===== config.mk =====
export PLATFORM = sky130hd
export DESIGN_NAME = kicker_gate_pattern_generator_flat
export DESIGN_NICKNAME = d
export VERILOG_FILES = /design/src/rtl/kicker_gate_pattern_generator_if.sv /design/src/rtl/kicker_gate_pattern_generator.sv /design/src/flat_wrapper.sv
export SDC_FILE = /design/constraint.sdc
export NUM_CORES = 1
export LEC_CHECK = 0
export CAP_MARGIN = 40
export CORE_MARGIN = 2
export CORE_UTILIZATION = 55
export DETAILED_ROUTE_END_ITERATION = 10
export PLACE_DENSITY = 0.78
export SLEW_MARGIN = 30
export SYNTH_ARGS = -nofsm -noshare
export SYNTH_HDL_FRONTEND = slang
export SYNTH_SLANG_ARGS = --single-unit

===== constraint.sdc =====
create_clock -name kgdClk -period 5.5 [get_ports kgdClk]
set_input_delay 1.1 -clock kgdClk [delete_from_list [all_inputs] [get_ports kgdClk]]
set_output_delay 1.1 -clock kgdClk [all_outputs]
set_load 0.03 [all_outputs]

===== src/rtl/kicker_gate_pattern_generator_if.sv =====
// Kicker gate pattern generator bus: trigger, configuration and SERDES word outputs.
//   master : drives kgdGateStrobe and the cfg* load; observes data, busy and the counters
//   slave  : the generator itself
interface kicker_gate_pattern_generator_if #(
  parameter int unsigned SERDES_WIDTH      = 8,
  parameter int unsigned OFFSET_WIDTH      = 12,
  parameter int unsigned PULSE_WIDTH_WIDTH = 12,
  parameter int unsigned COUNT_WIDTH       = 16
);
  logic                         kgdGateStrobe;
  logic                         cfgStrobe;
  logic                         cfgEnable;
  logic [OFFSET_WIDTH-1:0]      cfgOffset;
  logic [PULSE_WIDTH_WIDTH-1:0] cfgWidth;
  logic [SERDES_WIDTH-1:0]      kgdSerdesData;
  logic                         busy;
  logic [COUNT_WIDTH-1:0]       triggerCount;
  logic [COUNT_WIDTH-1:0]       overrunCount;

  modport master (
    output kgdGateStrobe, cfgStrobe, cfgEnable, cfgOffset, cfgWidth,
    input  kgdSerdesData, busy, triggerCount, overrunCount
  );

  modport slave (
    input  kgdGateStrobe, cfgStrobe, cfgEnable, cfgOffset, cfgWidth,
    output kgdSerdesData, busy, triggerCount, overrunCount
  );
endinterface


===== src/rtl/kicker_gate_pattern_generator.sv =====
// Kicker gate pattern generator: on each delayed gate strobe, emits a gate pulse
// with bit-period start offset and width as a stream of SERDES_WIDTH-bit words
// (bit 0 sent first) for the kicker output OSERDES.
// Ports:
//   kgdClk   : byte clock, sole clock
//   kgdReset : synchronous active-high reset
//   bus      : slave side of kicker_gate_pattern_generator_if (strobe, config load,
//              kgdSerdesData, busy, triggerCount, overrunCount); all outputs registered
module kicker_gate_pattern_generator #(
  parameter int unsigned SERDES_WIDTH      = 8,
  parameter int unsigned OFFSET_WIDTH      = 12,
  parameter int unsigned PULSE_WIDTH_WIDTH = 12,
  parameter int unsigned COUNT_WIDTH       = 16
) (
  input  logic                                  kgdClk,
  input  logic                                  kgdReset,
  kicker_gate_pattern_generator_if.slave        bus
);
  localparam int unsigned SHIFT_W = $clog2(SERDES_WIDTH);
  localparam int unsigned END_W   = OFFSET_WIDTH + 1;
  localparam int unsigned K_W     = END_W - SHIFT_W + 1;
  localparam int unsigned POS_W   = K_W + SHIFT_W;

  typedef enum logic {ST_IDLE, ST_ACTIVE} state_e;

  state_e                       state_q, state_d;
  logic [K_W-1:0]               k_q, k_d;
  logic                         pend_en_q, pend_en_d;
  logic [OFFSET_WIDTH-1:0]      pend_off_q, pend_off_d;
  logic [PULSE_WIDTH_WIDTH-1:0] pend_wid_q, pend_wid_d;
  logic                         sh_en_q, sh_en_d;
  logic [OFFSET_WIDTH-1:0]      sh_off_q, sh_off_d;
  logic [PULSE_WIDTH_WIDTH-1:0] sh_wid_q, sh_wid_d;
  logic [SERDES_WIDTH-1:0]      data_q, data_d;
  logic                         busy_q, busy_d;
  logic [COUNT_WIDTH-1:0]       trig_cnt_q, trig_cnt_d;
  logic [COUNT_WIDTH-1:0]       ovr_cnt_q, ovr_cnt_d;

  logic [END_W-1:0]             pulse_end_c;
  logic [K_W-1:0]               word_k_c;
  logic                         emit_c;
  logic [POS_W-1:0]             bit_pos_c;

  // Next-state, shadow config and output word computation
  always_comb begin
    state_d    = state_q;
    k_d        = k_q;
    pend_en_d  = bus.cfgStrobe ? bus.cfgEnable : pend_en_q;
    pend_off_d = bus.cfgStrobe ? bus.cfgOffset : pend_off_q;
    pend_wid_d = bus.cfgStrobe ? bus.cfgWidth  : pend_wid_q;
    sh_en_d    = sh_en_q;
    sh_off_d   = sh_off_q;
    sh_wid_d   = sh_wid_q;
    data_d     = '0;
    busy_d     = 1'b0;
    trig_cnt_d = trig_cnt_q;
    ovr_cnt_d  = ovr_cnt_q;
    word_k_c   = '0;
    emit_c     = 1'b0;
    bit_pos_c  = '0;

    pulse_end_c = END_W'(sh_off_q) + END_W'(sh_wid_q);

    unique case (state_q)
      ST_IDLE: begin
        // Zero-width triggers are counted but produce no words
        if (bus.kgdGateStrobe && sh_en_q) begin
          trig_cnt_d = trig_cnt_q + COUNT_WIDTH'(1);
          if (sh_wid_q != '0) begin
            emit_c  = 1'b1;
            state_d = ST_ACTIVE;
          end
        end
      end
      ST_ACTIVE: begin
        if (bus.kgdGateStrobe) ovr_cnt_d = ovr_cnt_q + COUNT_WIDTH'(1);
        // k_q is the next word index; once it starts at or past the end, the
        // word currently on the output was the last one
        if ((POS_W'(k_q) << SHIFT_W) >= POS_W'(pulse_end_c)) begin
          state_d = ST_IDLE;
        end else begin
          emit_c   = 1'b1;
          word_k_c = k_q;
        end
      end
      default: state_d = ST_IDLE;
    endcase

    if (emit_c) begin
      k_d    = word_k_c + K_W'(1);
      busy_d = 1'b1;
      for (int i = 0; i < int'(SERDES_WIDTH); i++) begin
        bit_pos_c = (POS_W'(word_k_c) << SHIFT_W) + POS_W'(i);
        data_d[i] = (bit_pos_c >= POS_W'(sh_off_q)) && (bit_pos_c < POS_W'(pulse_end_c));
      end
    end

    // Pending config reaches the shadow only while idle; an accepted trigger
    // keeps the old shape until the pulse completes
    if (state_d == ST_IDLE) begin
      sh_en_d  = pend_en_d;
      sh_off_d = pend_off_d;
      sh_wid_d = pend_wid_d;
    end
  end

  // State and output registers
  always_ff @(posedge kgdClk) begin
    if (kgdReset) begin
      state_q    <= ST_IDLE;
      k_q        <= '0;
      pend_en_q  <= 1'b0;
      pend_off_q <= '0;
      pend_wid_q <= '0;
      sh_en_q    <= 1'b0;
      sh_off_q   <= '0;
      sh_wid_q   <= '0;
      data_q     <= '0;
      busy_q     <= 1'b0;
      trig_cnt_q <= '0;
      ovr_cnt_q  <= '0;
    end else begin
      state_q    <= state_d;
      k_q        <= k_d;
      pend_en_q  <= pend_en_d;
      pend_off_q <= pend_off_d;
      pend_wid_q <= pend_wid_d;
      sh_en_q    <= sh_en_d;
      sh_off_q   <= sh_off_d;
      sh_wid_q   <= sh_wid_d;
      data_q     <= data_d;
      busy_q     <= busy_d;
      trig_cnt_q <= trig_cnt_d;
      ovr_cnt_q  <= ovr_cnt_d;
    end
  end

  assign bus.kgdSerdesData = data_q;
  assign bus.busy          = busy_q;
  assign bus.triggerCount  = trig_cnt_q;
  assign bus.overrunCount  = ovr_cnt_q;
endmodule


===== src/flat_wrapper.sv =====
// flat-port wrapper written by rule: the top's interface ports become plain ports
module kicker_gate_pattern_generator_flat 
#(
  parameter int unsigned SERDES_WIDTH      = 8,
  parameter int unsigned OFFSET_WIDTH      = 12,
  parameter int unsigned PULSE_WIDTH_WIDTH = 12,
  parameter int unsigned COUNT_WIDTH       = 16
)
  (kgdClk, kgdReset, bus_kgdGateStrobe, bus_cfgStrobe, bus_cfgEnable, bus_cfgOffset, bus_cfgWidth, bus_kgdSerdesData, bus_busy, bus_triggerCount, bus_overrunCount);
  kicker_gate_pattern_generator_if #(.SERDES_WIDTH(SERDES_WIDTH), .OFFSET_WIDTH(OFFSET_WIDTH), .PULSE_WIDTH_WIDTH(PULSE_WIDTH_WIDTH), .COUNT_WIDTH(COUNT_WIDTH)) bus_i ();
  input  logic kgdClk;
  input  logic kgdReset;
  input wire logic [$bits(bus_i.kgdGateStrobe)-1:0] bus_kgdGateStrobe;
  input wire logic [$bits(bus_i.cfgStrobe)-1:0] bus_cfgStrobe;
  input wire logic [$bits(bus_i.cfgEnable)-1:0] bus_cfgEnable;
  input wire logic [$bits(bus_i.cfgOffset)-1:0] bus_cfgOffset;
  input wire logic [$bits(bus_i.cfgWidth)-1:0] bus_cfgWidth;
  output wire logic [$bits(bus_i.kgdSerdesData)-1:0] bus_kgdSerdesData;
  output wire logic [$bits(bus_i.busy)-1:0] bus_busy;
  output wire logic [$bits(bus_i.triggerCount)-1:0] bus_triggerCount;
  output wire logic [$bits(bus_i.overrunCount)-1:0] bus_overrunCount;
  assign bus_i.kgdGateStrobe = bus_kgdGateStrobe;
  assign bus_i.cfgStrobe = bus_cfgStrobe;
  assign bus_i.cfgEnable = bus_cfgEnable;
  assign bus_i.cfgOffset = bus_cfgOffset;
  assign bus_i.cfgWidth = bus_cfgWidth;
  assign bus_kgdSerdesData = bus_i.kgdSerdesData;
  assign bus_busy = bus_i.busy;
  assign bus_triggerCount = bus_i.triggerCount;
  assign bus_overrunCount = bus_i.overrunCount;
  kicker_gate_pattern_generator #(.SERDES_WIDTH(SERDES_WIDTH), .OFFSET_WIDTH(OFFSET_WIDTH), .PULSE_WIDTH_WIDTH(PULSE_WIDTH_WIDTH), .COUNT_WIDTH(COUNT_WIDTH)) u_core (.kgdClk(kgdClk), .kgdReset(kgdReset), .bus(bus_i));
endmodule

==> results of run 1 <==
## kinds of logic (layout without fill, tap and decap cells)
kind of cell    after synthesis  after routing  synth area share (%)
mux                          28             28                  5.40
xor+xnor                     35             35                  5.81
compound gates              123            123                  16.8
fa+ha+maj                    47             47                  11.3
flops                       102            102                  38.7
simple gates                203            203                  18.5
buf+inv                      46            115                  3.51
## stage by stage
step / hold WS, ps / worst slack, ps
finish: 494 / 197
CTS: 492 / 91.2
detailed placement: 471 / 143
global route: 527 / -22.0
floorplan: 451 / 472
global placement: 467 / 414
## cells in the final DEF, fill, tap and decap left out, drive strengths merged, types with 4 or more instances in the layout
cell           Yosys  final
a2111oi            4      4
a211oi            11     11
a21o               9      9
a21oi             32     32
and2              13     13
and3               7      7
buf                7      7
clkbuf            15     10
clkdlybuf4s50      0     68
dfxtp            102    102
ha                46     46
inv               24     25
mux2i             27     27
nand2             32     32
nand3             17     17
nand4             11     11
nor2              73     73
nor2b              4      4
nor3              20     20
nor4               5      5
o21a               6      6
o21ai             19     19
o22a              25     25
or3               12     12
xnor2              7      7
xor2              28     28
## state kept, by name, summed over array words and instances, names as in the netlist
name / flops
u_core.bus.busy: 1
u_core.bus.kgdSerdesData: 8
u_core.bus.overrunCount: 16
u_core.bus.triggerCount: 16
u_core.k_q: 11
u_core.pend_en_q: 1
u_core.pend_off_q: 12
u_core.pend_wid_q: 12
u_core.sh_en_q: 1
u_core.sh_off_q: 12
u_core.sh_wid_q: 12
## critical path, stage by stage (launching register included)
cell and delay (ps):
dfxtp_1 440, ha_1 240, inv_1 70, fa_1 400
nor2b_1 150, o21a_1 140, o21ai_0 130, nand2b_1 110
a21oi_1 80, xor2_1 270, ha_1 310, a21o_1 160
a21oi_1 250, o211ai_4 170, a21o_1 220, nor2_1 190
ha_1 280, and2_1 180, a221o_1 300, a221o_1 390
a211o_1 340, a2111oi_2 370
## worst max path at each step
stage	start	to	slack (ps)	depth (start not counted)
global route	u_core.sh_off_q[0]	u_core.bus.kgdSerdesData[2]	-20	21
CTS	u_core.sh_off_q[0]	u_core.bus.kgdSerdesData[2]	90	20
global placement	u_core.sh_off_q[0]	u_core.bus.kgdSerdesData[2]	410	21
floorplan	u_core.sh_off_q[1]	u_core.bus.kgdSerdesData[2]	470	22
detailed placement	u_core.sh_off_q[0]	u_core.bus.kgdSerdesData[2]	140	20
finish	u_core.sh_off_q[0]	u_core.bus.kgdSerdesData[2]	200	21
## cell type report
class	instances	area, um^2	share of cell area (%)
clock buffers	10	138	2.18
clock inverters	6	70.1	1.11
inverters	24	90.1	1.43
multi-input cells	436	3080	48.8
flip-flops and latches	102	2040	32.4
well taps	129	161	2.56
repair buffers	75	731	11.6
## per-layer routing
layer / GRT usage, % / share of wire [%] / vias to the layer above
met3: 3.28 / 4.4 / 14
li1: - / - / 2228
met5: 0 / 0 / -
met2: 38.4 / 47 / 115
met1: 31.2 / 47 / 2081
met4: 8.72 / 1.6 / 0
## where the power goes
| group | internal, uW | leakage, uW | switching [uW] |
|---|---|---|---|
| registers | 786 | 0.000833 | 41.6 |
| logic | 208 | 0.00161 | 292 |
| clock network | 226 | 0.000100 | 264 |
| total | 1220 | 0.00255 | 598 |
## what timing repair did
item	in CTS	in global routing
gates resized for setup	0	6
setup endpoints to repair	0	8
buffers inserted	0	0
==> flow_summary_export.csv, run 1 <==
group,metric,value,unit
layout,fin_area,6310,um^2
hold_path,hold_path_end,"u_core.bus.overrunCount[15]",
layout,finalNetCount,724,
synthesis,syn-cell-area,5280,um^2
clocking,cts_made_buffers,9,
drt,vias,4438,
layout,fill_cells,755,
drt,drt-vias-per-instance,5.68,
pwr,power_density,288,nW/um^2
die,die_w,102,um
run,drv_cap,0,
synthesis,synth_ff_type,"dfxtp_1",
synthesis,synth.area.top_cells,"dfxtp_1 39%, ha_1 11%, nor2_1 5.2%, mux2i_1 5.1%, xor2_1 4.6%",
setup_path,critPathLaunchType,"flop",
layout,drive_gt1_share,5.51,%
clocking,clk_latency,370,ps
synthesis,synth_nets,660,
sta,slew_viol_final,0,
grt,antenna_found_initial,0,
placement,place.port_buffers,69,
setup_path,path_max_fanout,7,
clocking,htreeDepth,3,
drt,wire_per_inst,14.9,um
drt,antenna_left,0,
clocking,clkSlewWorstSetupHoldPaths,100,ps
layout,antennaDiodeCount,0,
sta,tns,0,ps
die,io_pins,70,
clocking,clkSinkCount,102,
pwr,power_leakage,0.00255,uW
setup_path,rrSetupSlack,200,ps
pwr,power.total,1820,uW
synthesis,ys_top_cells_by_count,"102 x dfxtp_1, 73 x nor2_1, 46 x ha_1",
sta,setup_viol,0,
sta,fin_crit,5300,ps
die,coreArea,9280,um^2
grt,gr-total-overflow,0,
layout,final-instance-count-excl-fill,782,
grt,track_usage,23.3,%
synthesis,yosys_warnings,0,
setup_path,r2r_cells,21,
die,start_util,56.9,%
clocking,ctsHoldBuffers,0,
clocking,cts_tree,"done",
die,num_rows,35,
grt,grt_pass1_vias,4156,
placement,dpl-instance-area,6080,um^2
layout,finish.utilization,68.0,%
synthesis,yosys.area.top_type_share,38.7,%
hold_path,whs_path_depth,2,
synthesis,postSynthAreaPerCell,9.04,um^2
setup_path,r2r_end,"u_core.bus.kgdSerdesData[2]",
placement,hpwl,8860,um
clocking,clock_path_buffers,2,
drt,drc,0,
sta,worst_slew_pin_slew,688,ps
drt,drtPass1Iterations,6,
setup_path,required,5760,ps
sta,max_freq,0.189,GHz
sta,max-slew-margin-rel,54.0,%
hold_path,min_from,"u_core.bus.overrunCount[15]",
setup_path,rr_startpoint,"u_core.sh_off_q[0]",
sta,fin_skew,10.7,ps
die,die_h,102,um
clocking,clock-root-buffer,"clkbuf_8",
synthesis,synthCells,584,
grt,grt_max_degree,58,
status,status,"completed",
synthesis,yosys.area.top_type,"dfxtp_1",
synthesis,yosysMostFrequentCell,"dfxtp_1",
drt,wirelength,11600,um
synthesis,synth_edf_count,0,
synthesis,seq_area_frac_synth,38.7,%
layout,area_delta_synth_final,19.6,%
die,die_area,10400,um^2
synthesis,synth_cell_type_count,50,
hold_path,min_path_type,"reg2reg",
grt,grt_pass1_wl,19400,um
synthesis,synth_seq_cells,102,
setup_path,worstPathArrival,5560,ps
synthesis,async_reset_ff_share,0,%
sta,fin_crit_sh,96.4,%
drt,drtIter0Drc,257,
sta,hold_viol,0,
setup_path,endpoint_kind,"flop",
placement,gp_congestion,1.00,
setup_path,worst-setup-path-type,"reg2reg",
pwr,ir_worst_vdd,0.209,mV
placement,placedCellCount,766,
No activity file was read; power rests on OpenSTA's default activity.
==> run 2: changes to the inputs <==
Settings changed: CORE_UTILIZATION 55 to 62, DONT_BUFFER_PORTS set to 1, GPL_TIMING_DRIVEN set to 0, PLACE_DENSITY 0.78 to 0.76.
==> run 2 against run 1 <==
  * Setup slack improved by 21 ps
  * Count of clock-buffer cells in the layout decreased by 1
  * Clock skew is 4.3 ps higher
  * Sequential power rose by 1%
  * Core utilization is 1.5 points higher
  * Global-route usage up 2.8 points
  * Via count fell by 4.0%
  * Sequential share of layout area rose by 3.5 points
  * Total power grew 1.3%
  * Largest cell class unchanged
==> flow_summary_export.csv, run 2 (synthesized netlist as in run 1, its figures left out) <==
group,metric,value,unit
placement,gp_congestion,0.899,
placement,hpwl,8810,um
sta,max-slew-margin-rel,47.6,%
grt,track_usage,26.1,%
drt,drtPass1Iterations,4,
setup_path,cpPeakStageDelay,440,ps
sta,fin_crit,5280,ps
clocking,clock-root-buffer,"clkbuf_8",
sta,max_freq,0.189,GHz
layout,fill_cells,655,
clocking,cts_tree,"done",
layout,drive_gt1_share,6.82,%
die,die_h,96.3,um
drt,wire_per_inst,16.7,um
clocking,clock_path_buffers,2,
die,die_w,96.3,um
drt,wirelength,11800,um
setup_path,endpoint_kind,"flop",
layout,area_delta_synth_final,8.11,%
sta,postLayoutSetupSlackWorst,218,ps
grt,grt_max_degree,21,
layout,antennaDiodeCount,0,
sta,hold_viol,0,
drt,vias,4260,
clocking,clkSlewWorstSetupHoldPaths,110,ps
pwr,power_leakage,0.00234,uW
hold_path,min_path_type,"reg2reg",
clocking,clk_latency,390,ps
layout,finalNetCount,672,
setup_path,r2r_cells,21,
sta,setup_viol,0,
setup_path,path_cells,"ha_2 > inv_1 > fa_1 > nor2b_1 > o21a_1 > o21ai_1 > a21oi_2 > a211oi_1 > xor2_1 > ha_1 > nand3_1 > a211oi_4 > a21o_1 > buf_6 > nor2_1 > ha_1 > and2_1 > a221o_1 > a221o_1 > a211o_1 > a2111oi_2",
setup_path,crit_path_top_delay_cell,"a211oi_4",
sta,slew_viol_final,0,
grt,grt_pass1_wl,18700,um
drt,antenna_left,0,
status,status,"completed",
clocking,htreeDepth,3,
setup_path,critPathLaunchType,"flop",
grt,gr-total-overflow,0,
grt,antenna_found_initial,0,
clocking,clkSinkCount,102,
setup_path,worstPathArrival,5560,ps
hold_path,whs_path_depth,1,
setup_path,required,5780,ps
die,coreArea,8220,um^2
layout,finish.utilization,69.5,%
clocking,cts_made_buffers,9,
layout,final_cell_mix,"101 x dfxtp_1, 73 x nor2_1, 45 x ha_1",
sta,fin_skew,15.0,ps
drt,drtIter0Drc,140,
layout,layout_commonest_cell,"dfxtp_1",
die,die_area,9270,um^2
pwr,ir_worst_vdd,0.185,mV
die,num_rows,33,
drt,drc,0,
placement,place.port_buffers,0,
sta,rsz0062_at_grt,"false",
die,io_pins,70,
grt,grt_pass1_vias,4104,
drt,drt-vias-per-instance,6.03,
placement,pre_cts_slack,-394,ps
pwr,power_density,323,nW/um^2
sta,worst_slew_pin_slew,786,ps
run,drv_cap,0,
sta,fin_crit_sh,96.0,%
setup_path,path_max_fanout,8,
die,start_util,64.2,%
setup_path,worst-setup-path-type,"reg2reg",
[run 2: cell types whose count changed in the layout (fill, tap and decap cells not counted), moves of 3 or more]
cell             delta
clkdlybuf4s50_1    -68
clkbuf_1           +13
buf_4               -4
buf_2               +3
[run 2: worst paths after layout]
path	start	endpoint	slack, ps
worst min-delay path	u_core.sh_en_q	u_core.sh_en_q	500
worst max-delay path	u_core.sh_off_q[0]	u_core.bus.kgdSerdesData[2]	220
worst min register to register	u_core.sh_en_q	u_core.sh_en_q	500
worst max register to register	u_core.sh_off_q[0]	u_core.bus.kgdSerdesData[2]	220
[run 2: final cells by class]
cell class / instances / area, um^2 / area share (%)
Inverter: 24 / 90.1 / 1.58
Clock inverter: 7 / 97.6 / 1.71
Multi-Input combinational cell: 436 / 3110 / 54.5
Sequential cell: 102 / 2050 / 35.8
Timing Repair Buffer: 2 / 15.0 / 0.263
Clock buffer: 9 / 124 / 2.17
Tap cell: 105 / 131 / 2.30
Buffer: 21 / 92.6 / 1.62
[run 2: worst max-delay path, delay by kind of cell, from the launching register on]
family / cells / cell delay (ps)
and+or+nand+nor: 4 / 530
buffers and inverters: 2 / 200
DFF: 1 / 410
AOI/OAI and AO/OA: 10 / 2560
adders and majority gates: 4 / 1280
xor gates and xnor gates: 1 / 200
[run 2: routing by layer]
metal	global-route usage (%)	vias up	wire (um)	part of all wire, %
met2	42.7	93	5640	48
li1	-	2114	-	-
met5	0	-	0	0
met4	8.69	0	204	1.7
met3	6.34	18	593	5.0
met1	33.6	2035	5350	45
[run 2: repair_timing]
item,in CTS,in global routing
resized for setup,6,9
pin swaps,1,5
hold endpoints to repair,0,0
hold buffers,0,0
gates cloned,0,0
buffers inserted,1,1
endpoints found under the setup margin,8,8
[run 2: metrics by stage]
stage               TNS [ps]  total power (uW)  cell area (um^2)  hold slack, ps  std cells
floorplan                  0              1190              5280             451        584
global placement       -1440              1280              5410             474        689
detailed placement     -1680              1300              5410             482        689
CTS                        0              1820              5660             509        706
global route               0              1930              5710             535        706
finish                     0              1840              5710             505        706
[run 2: where the power goes]
part | total, uW | switching [uW] | internal [uW]
Combinational | 485 | 291 | 195
Sequential | 838 | 51.4 | 787
Clock | 518 | 293 | 225
Total | 1840 | 635 | 1210
